===== config.mk =====
export PLATFORM = sky130hd
export DESIGN_NAME = mem_port_arbiter
export DESIGN_NICKNAME = d
export VERILOG_FILES = /design/src/rtl/mem_arb_pkg.sv /design/src/rtl/mem_arb_tag_pipe.sv /design/src/rtl/mem_port_arbiter.sv
export SDC_FILE = /design/constraint.sdc
export NUM_CORES = 1
export LEC_CHECK = 0
export CAP_MARGIN = 0
export CORE_AREA = 2 2 98 100
export CTS_CLUSTER_DIAMETER = 30
export DETAILED_ROUTE_END_ITERATION = 6
export DIE_AREA = 0 0 100 102
export SYNTH_ARGS = -nofsm -noshare
export SYNTH_HDL_FRONTEND = slang
export SYNTH_HIERARCHICAL = 1
export SYNTH_SLANG_ARGS = --single-unit

===== constraint.sdc =====
create_clock -name clk -period 1.1 [get_ports clk]
set_input_delay 0.22 -clock clk [delete_from_list [all_inputs] [get_ports clk]]
set_output_delay 0.22 -clock clk [all_outputs]
set_load 0.005 [all_outputs]

===== src/rtl/mem_arb_pkg.sv =====
// Shared types and defaults for the memory port arbiter: owner tag encoding,
// default parameter values and the byte-to-word address offset.
package mem_arb_pkg;

    typedef enum logic [1:0] {
        TAG_NONE  = 2'd0,
        TAG_IF    = 2'd1,
        TAG_DM_RD = 2'd2
    } tag_t;

    localparam int DEF_ADDR_WIDTH     = 32;
    localparam int DEF_DATA_WIDTH     = 32;
    localparam int DEF_MEM_ADDR_WIDTH = 10;
    localparam int DEF_MEM_LATENCY    = 1;
    localparam int DEF_STARVE_LIMIT   = 4;

    localparam int BYTE_OFFSET = 2;

    function automatic tag_t squash_if(input tag_t t);
        return (t == TAG_IF) ? TAG_NONE : t;
    endfunction

endpackage


===== src/rtl/mem_arb_tag_pipe.sv =====
// Shift register of access-owner tags matching the RAM read latency, with
// synchronous clear and a squash input that kills in-flight fetch tags.
module mem_arb_tag_pipe
    import mem_arb_pkg::*;
#(
    parameter int DEPTH = DEF_MEM_LATENCY
) (
    input  logic clk,
    input  logic srst,
    input  logic squash_if_en,
    input  tag_t tag_in,
    output tag_t tag_out
);

    tag_t stage_reg  [DEPTH];
    tag_t stage_next [DEPTH];

    generate
        for (genvar gi = 0; gi < DEPTH; gi++) begin : g_stage
            if (gi == 0) begin : g_head
                assign stage_next[gi] = tag_in;
            end else begin : g_body
                assign stage_next[gi] = squash_if_en ? squash_if(stage_reg[gi-1])
                                                     : stage_reg[gi-1];
            end
        end
    endgenerate

    always_ff @(posedge clk) begin
        if (srst) begin
            for (int i = 0; i < DEPTH; i++) begin
                stage_reg[i] <= TAG_NONE;
            end
        end else begin
            stage_reg <= stage_next;
        end
    end

    assign tag_out = stage_reg[DEPTH-1];

endmodule


===== src/rtl/mem_port_arbiter.sv =====
// Arbitrates the fetch and load/store ports onto one single-port RAM and
// steers read data back by owner tag. Optional fetch starvation guard: ARB_STARVE_GUARD_EN.
module mem_port_arbiter
    import mem_arb_pkg::*;
#(
    parameter int ADDR_WIDTH     = DEF_ADDR_WIDTH,
    parameter int DATA_WIDTH     = DEF_DATA_WIDTH,
    parameter int MEM_ADDR_WIDTH = DEF_MEM_ADDR_WIDTH,
    parameter int MEM_LATENCY    = DEF_MEM_LATENCY,
    parameter int STARVE_LIMIT   = DEF_STARVE_LIMIT
) (
    input  logic                      clk,
    input  logic                      rst,
    input  logic                      if_req,
    input  logic [ADDR_WIDTH-1:0]     if_addr,
    input  logic                      if_flush,
    output logic                      if_gnt,
    output logic                      if_rvalid,
    output logic [DATA_WIDTH-1:0]     if_rdata,
    input  logic                      dm_req,
    input  logic                      dm_we,
    input  logic [3:0]                dm_be,
    input  logic [ADDR_WIDTH-1:0]     dm_addr,
    input  logic [DATA_WIDTH-1:0]     dm_wdata,
    output logic                      dm_gnt,
    output logic                      dm_rvalid,
    output logic [DATA_WIDTH-1:0]     dm_rdata,
    output logic                      mem_en,
    output logic [3:0]                mem_we,
    output logic [MEM_ADDR_WIDTH-1:0] mem_addr,
    output logic [DATA_WIDTH-1:0]     mem_wdata,
    input  logic [DATA_WIDTH-1:0]     mem_rdata
);

    localparam int WA_HI = MEM_ADDR_WIDTH + BYTE_OFFSET - 1;

    logic grant_if;
    logic grant_dm;
    logic fetch_first;
    tag_t tag_in;
    tag_t tag_tail;

`ifdef ARB_STARVE_GUARD_EN
    localparam int CNT_W = $clog2(STARVE_LIMIT + 1);
    logic [CNT_W-1:0] starve_cnt_reg;

    // Never exceeds the limit: at the limit a waiting, unflushed fetch wins.
    always_ff @(posedge clk) begin
        if (rst) begin
            starve_cnt_reg <= '0;
        end else if (grant_if || !if_req) begin
            starve_cnt_reg <= '0;
        end else if (grant_dm && !if_flush) begin
            starve_cnt_reg <= starve_cnt_reg + 1'b1;
        end
    end

    assign fetch_first = (starve_cnt_reg >= CNT_W'(STARVE_LIMIT));
`else
    localparam int UNUSED_STARVE_LIMIT = STARVE_LIMIT;
    assign fetch_first = 1'b0;
`endif

    assign grant_if = !rst && if_req && !if_flush && (!dm_req || fetch_first);
    assign grant_dm = !rst && dm_req && !grant_if;
    assign if_gnt   = grant_if;
    assign dm_gnt   = grant_dm;

    always_comb begin
        mem_en    = grant_if || grant_dm;
        mem_we    = '0;
        mem_addr  = '0;
        mem_wdata = '0;
        if (grant_dm) begin
            mem_addr = dm_addr[WA_HI:BYTE_OFFSET];
            if (dm_we) begin
                mem_we    = dm_be;
                mem_wdata = dm_wdata;
            end
        end else if (grant_if) begin
            mem_addr = if_addr[WA_HI:BYTE_OFFSET];
        end
    end

    // Stores carry no return, so they ride the pipe as empty slots.
    assign tag_in = grant_if              ? TAG_IF    :
                    (grant_dm && !dm_we)  ? TAG_DM_RD : TAG_NONE;

    mem_arb_tag_pipe #(
        .DEPTH (MEM_LATENCY)
    ) u_tag_pipe (
        .clk          (clk),
        .srst         (rst),
        .squash_if_en (if_flush),
        .tag_in       (tag_in),
        .tag_out      (tag_tail)
    );

    // A flush also kills the fetch that would return in the flush cycle itself.
    assign if_rvalid = !rst && !if_flush && (tag_tail == TAG_IF);
    assign dm_rvalid = !rst && (tag_tail == TAG_DM_RD);
    assign if_rdata  = rst ? '0 : mem_rdata;
    assign dm_rdata  = rst ? '0 : mem_rdata;

    logic unused_addr_bits;
    assign unused_addr_bits = ^{if_addr, dm_addr};

endmodule


==> flow_metrics.env, run 1 <==
export IMPL_result_of_the_run="finished with violations"
export IMPL_violated_checks="negative setup slack"
export IMPL_cts_tree="done"
export IMPL_asyncSetResetFlopFracSynth_pct=0
export IMPL_synthTopCellsByArea="buf_4 (24%), and2_1 (21%), nor2b_1 (19%)"
export IMPL_viasPerCell=3.889
export IMPL_layout_drive_gt1_share_pct=67.45
export IMPL_setup_worst_path_start_class="input port"
export IMPL_setup_tns_ns=-24.11
export IMPL_met3_usage_pct=2.736
export IMPL_path_class="input port to output port"
export IMPL_drv_slew=0
export IMPL_maximum_number_of_pins_on_one_net_before_global_route_repair=23
export IMPL_cts_hold_buffers=0
export IMPL_critical_path_peak_fanout=5
export IMPL_clock_path_buffers=2
export IMPL_die_x_um=100
export IMPL_route_antenna_remaining_nets=0
export IMPL_syn_inst_count=156
export IMPL_grt_met2_usage_pct=24.95
export IMPL_ys_dominant_reg_cell="dfxtp_1"
export IMPL_initial_utilization_pct=11.79
export IMPL_dieHeight_um=102
export IMPL_max_vdd_ir_drop_v=0.0003712
export IMPL_routedWlPerCell_um=14.97
export IMPL_top_usage_layer="met2"
export IMPL_firstDrtPassIters=3
export IMPL_post_route_worst_setup_slack_ns=-0.4021
export IMPL_worst_path_most_repeated_cell="buf_6"
export IMPL_grt_use_total_pct=13.03
export IMPL_yosys_warnings=6
export IMPL_first_iter_violations=26
export IMPL_first_global_vias=1985
export IMPL_timing_final_setup_violations=103
export IMPL_clock_sink_count=2
export IMPL_core_area_sq_mm=0.009109
export IMPL_rsz0062_at_grt="true"
export IMPL_drt_drc_violations_left=0
export IMPL_ys_seq_elements=2
export IMPL_placementRows=35
export IMPL_global_route_wire_length_before_repair_um=10580
export IMPL_fin_hold_ws_ns=0.2789
export IMPL_layoutNonFillerInstCount=495
export IMPL_vias=1925
export IMPL_max_clock_freq_mhz=665.7
export IMPL_synth_top_cells_by_count="and2_1 (36), buf_4 (34), nor2b_1 (33)"
export IMPL_post_synth_top_count_cell="and2_1"
export IMPL_synth_distinct_cells=18
export IMPL_synth_edff_count=0
export IMPL_numCtsBuffers=3
export IMPL_power_static_leakage_nw=2.025
export IMPL_htreeDepth=1
export IMPL_clkTransAtPathRegs_ns=0.03
export IMPL_max_cap_violations=0
export IMPL_cts_root_buf="clkbuf_8"
export IMPL_antenna_found_initial=0
export IMPL_synth_cell_area_sq_mm=0.001074
export IMPL_boundaryPins=253
export IMPL_yosysSeqAreaShare_pct=3.730
export IMPL_grtUsageMet1_pct=15.11
export IMPL_crit_path_top_delay_cell="and3b_2"
export IMPL_crit_path_max_incr_delay_ns=0.25
export IMPL_synthesis_area_per_instance_sq_um=6.882
export IMPL_num_antenna_cells=0
export IMPL_yosys_area_top_type_share_pct=23.78
export IMPL_critical_path_required_ns=0.88
export IMPL_min_path_type="input port to flop"
export IMPL_synth_largest_area_cell="buf_4"
export IMPL_power_density_mw_per_mm2=412.2
export IMPL_io_buffers=208
export IMPL_grt_overflow_total=0
export IMPL_final_hold_violation_count=0
export IMPL_setup_worst_path_end_class="output port"
export IMPL_detailedPlacementHpwl_um=4707
export IMPL_number_of_flip_flops_under_the_largest_register_name=2
export IMPL_layout_nets=524
export IMPL_period_minus_slack_ns=1.502
export IMPL_worstMarginPinSlew_ns=0.2375
export IMPL_min_period_over_period_pct=136.6
export IMPL_finish_utilization_pct=43.46
export IMPL_timing_max_slew_rel_slack_pct=84.10
export IMPL_mappedNetlistNets=294
export IMPL_dpl_cell_count=438
export IMPL_routed_wirelength_um=7412
export IMPL_die_area_sq_mm=0.01020
export IMPL_crit_arrival_ns=1.28
export IMPL_globalplace_congestion=0.7294
export IMPL_area_growth_from_synthesis_to_final_layout_pct=268.8
export IMPL_path_cells="buf_8, and3b_2, buf_6, buf_8, buf_16, buf_6, and2_4, buf_6"
[logic make-up after synthesis]
kind of cell / after synthesis / share of synthesized area, %
and+or+nand+nor: 97 / 59.44
buffers and inverters: 46 / 31.70
AOI/OAI and AO/OA: 11 / 5.128
DFF: 2 / 3.730
[worst paths after layout]
path / startpoint / end / slack [ns] / depth (start not counted)
max: dm_we / mem_wdata[18] / -0.40 / 8
min: rst / u_tag_pipe/tag_out[1] / 0.28 / 3
[stage by stage]
| step | power (mW) | setup slack, ns | cell area, sq um |
|---|---|---|---|
| 2_1_floorplan | 0.3780 | 0.04363 | 1080 |
| 3_3_place_gp | 1.018 | -0.9612 | 3057 |
| 3_5_place_dp | 1.020 | -0.9905 | 3057 |
| 4_1_cts | 1.585 | -0.5323 | 3792 |
| 5_1_grt | 1.732 | -0.4254 | 3959 |
| 6_report | 1.632 | -0.4021 | 3959 |
[per-layer routing]
metal	vias to the layer above	share of wire, %	wire length, um
li1	925	-	-
met2	123	52	3862
met1	871	37	2773
met3	6	9.4	700
met4	0	1.0	75
met5	-	0	0
[area by class of cell]
class	instances	area (sq um)
clock buffer	3	41.29
sequential	2	42.54
tap	111	138.9
multi-input combinational	108	1111
timing repair buffer	270	2621
inverter	1	3.754
fill	912	5150
[power by group]
| group | leakage [nW] | switching [mW] | total [mW] | internal (mW) |
|---|---|---|---|---|
| sequential | 0.0172 | 0.00134 | 0.0765 | 0.0751 |
| clock | 0.0216 | 0.0574 | 0.289 | 0.231 |
| combinational | 1.99 | 0.415 | 1.27 | 0.852 |
[critical path, delay by kind of cell]
kind          cells  cell delay (ns)
buf+inv           6             0.68
simple gates      2             0.38
[repair_timing]
item,in CTS,in global routing
setup buffers,38,13
pin swaps,44,3
resized for setup,702,47
setup endpoints to repair,117,107
gates cloned,12,1
[placed cells by master (no fill, tap or decap), types with 2 or more instances in the layout]
cell	count
nand2_1	10
nor2b_1	2
buf_8	11
buf_12	9
nor4b_4	2
clkbuf_8	3
a21oi_2	9
dfxtp_2	2
buf_4	8
and2_1	13
a21oi_4	2
dlygate4sd2_1	39
nor2b_4	31
nand4bb_1	9
buf_2	82
clkdlybuf4s50_1	48
buf_6	62
buf_16	9
and2_4	23
No activity file was read; power rests on OpenSTA's default activity.
==> run 2, diff against run 1 <==
--- a/config.mk
+++ b/config.mk
@@ -11,4 +11,5 @@
 export DETAILED_ROUTE_END_ITERATION = 6
 export DIE_AREA = 0 0 100 102
+export SETUP_SLACK_MARGIN = 0.05
 export SYNTH_ARGS = -nofsm -noshare
 export SYNTH_HDL_FRONTEND = slang
==> constraint.sdc (replaced) <==
create_clock -name clk -period 1.1 [get_ports clk]
set_input_delay 0.165 -clock clk [delete_from_list [all_inputs] [get_ports clk]]
set_output_delay 0.165 -clock clk [all_outputs]
set_load 0.005 [all_outputs]
==> flow_metrics.env, run 2 (synthesis gave the netlist of run 1 again) <==
export IMPL_result_of_the_run="finished with violations"
export IMPL_violated_checks="negative setup slack"
export IMPL_initial_utilization_pct=11.79
export IMPL_clock_sink_count=2
export IMPL_power_static_leakage_nw=1.910
export IMPL_worstMarginPinSlew_ns=0.3046
export IMPL_setup_tns_ns=-3.114
export IMPL_worst_path_bufs_invs=4
export IMPL_critical_path_peak_fanout=5
export IMPL_first_global_vias=1720
export IMPL_filler_cell_count=968
export IMPL_critical_path_required_ns=0.94
export IMPL_crit_arrival_ns=1.07
export IMPL_fin_area_sq_mm=0.003359
export IMPL_path_cells="buf_12, and3b_2, buf_6, buf_12, and2_4, buf_6"
export IMPL_fin_hold_ws_ns=0.2379
export IMPL_numCtsBuffers=3
export IMPL_finish_utilization_pct=36.88
export IMPL_drv_slew=0
export IMPL_routedWlPerCell_um=14.47
export IMPL_max_cap_violations=0
export IMPL_htreeDepth=1
export IMPL_crit_path_top_delay_cell="and3b_2"
export IMPL_setup_worst_path_end_class="output port"
export IMPL_min_period_over_period_pct=112.0
export IMPL_grt_use_total_pct=11.01
export IMPL_final_common_cell="buf_2"
export IMPL_placementRows=35
export IMPL_dpl_cell_count=438
export IMPL_crit_path_max_incr_delay_ns=0.30
export IMPL_totalPowerFinal_mw=1.376
export IMPL_io_buffers=208
export IMPL_place_worst_setup_slack_ns=-0.8562
export IMPL_layout_nets=485
export IMPL_grt_overflow_total=0
export IMPL_layout_drive_gt1_share_pct=57.97
export IMPL_routed_wirelength_um=6599
export IMPL_firstDrtPassIters=4
export IMPL_clkTransAtPathRegs_ns=0.03
export IMPL_final_cell_mix="buf_2 (79), clkdlybuf4s50_1 (47), nor2b_4 (31)"
export IMPL_die_area_sq_mm=0.01020
export IMPL_area_growth_from_synthesis_to_final_layout_pct=212.9
export IMPL_max_vdd_ir_drop_v=0.0003692
export IMPL_boundaryPins=253
export IMPL_number_of_flip_flops_under_the_largest_register_name=2
export IMPL_power_density_mw_per_mm2=409.6
export IMPL_core_area_sq_mm=0.009109
export IMPL_vias=1734
export IMPL_first_iter_violations=25
export IMPL_dieHeight_um=102
export IMPL_cts_hold_buffers=0
export IMPL_final_hold_violation_count=0
export IMPL_viasPerCell=3.803
export IMPL_globalplace_congestion=0.7293
export IMPL_rsz0062_at_grt="true"
export IMPL_cts_tree="done"
export IMPL_timing_max_slew_rel_slack_pct=79.70
export IMPL_route_antenna_remaining_nets=0
export IMPL_cts_root_buf="clkbuf_8"
export IMPL_drt_drc_violations_left=0
export IMPL_post_route_worst_setup_slack_ns=-0.1322
export IMPL_path_class="input port to output port"
export IMPL_die_x_um=100
export IMPL_clock_path_buffers=2
export IMPL_place_area_sq_mm=0.003057
export IMPL_max_clock_freq_mhz=811.6
export IMPL_antenna_found_initial=0
export IMPL_detailedPlacementHpwl_um=4654
export IMPL_maximum_number_of_pins_on_one_net_before_global_route_repair=27
export IMPL_period_minus_slack_ns=1.232
export IMPL_timing_final_setup_violations=44
export IMPL_layoutNonFillerInstCount=456
export IMPL_min_path_type="input port to flop"
export IMPL_setup_worst_path_start_class="input port"
export IMPL_worst_path_dominant_cell_family="buffers and inverters"
export IMPL_global_route_wire_length_before_repair_um=9052
export IMPL_num_antenna_cells=0
[run 2: changes by cell type in the layout (fill, tap and decap cells not counted), moves of 5 or more]
cell / before / now
and2_4: 23 / 18
buf_8: 11 / 2
a21oi_1: 0 / 5
dlymetal6s2s_1: 1 / 24
dlygate4sd2_1: 39 / 24
and2_1: 13 / 18
buf_16: 9 / 3
clkbuf_2: 0 / 10
buf_4: 8 / 3
buf_6: 62 / 28
[run 2: where the power goes]
| part | switching, mW | internal (mW) | total (mW) |
|---|---|---|---|
| combinational | 0.341 | 0.675 | 1.02 |
| sequential | 0.000916 | 0.0751 | 0.0760 |
| clock | 0.0533 | 0.231 | 0.284 |
| total | 0.395 | 0.981 | 1.38 |
[run 2: layout make-up]
type	instances	area, sq um	area share, %
repair buffers	231	2112	62.87
multi-input cells	108	1021	30.39
well taps	111	138.9	4.134
flip-flops and latches	2	42.54	1.266
clock buffers	3	41.29	1.229
inverters	1	3.754	0.1117
[run 2: worst paths after layout]
kind                     to  slack (ns)  startpoint  cells past startpoint
min   u_tag_pipe/tag_out[1]        0.24       dm_we                      3
max            mem_wdata[9]       -0.13         rst                      6
[run 2: per-layer routing]
layer  up-vias  part of all wire (%)  track usage (%)
met2       115                    52            21.88
met4         0                     0            1.054
met5         -                     0                0
met1       775                    38            12.53
met3         0                    10            2.189
li1        844                     -                -
[run 2: tightest hold or removal path, stage by stage]
cell and delay (ns):
buf_6 0.07, nor3_1 0.04, nor2b_1 0.12
[run 2: repair_timing]
| item | 4_1_cts | 5_1_grt |
|---|---|---|
| buffers inserted | 10 | 2 |
| gates cloned | 5 | 3 |
| pin swaps | 25 | 27 |
| resized for setup | 569 | 62 |
| endpoints found under the hold margin | 0 | 0 |
| endpoints found under the setup margin | 117 | 99 |
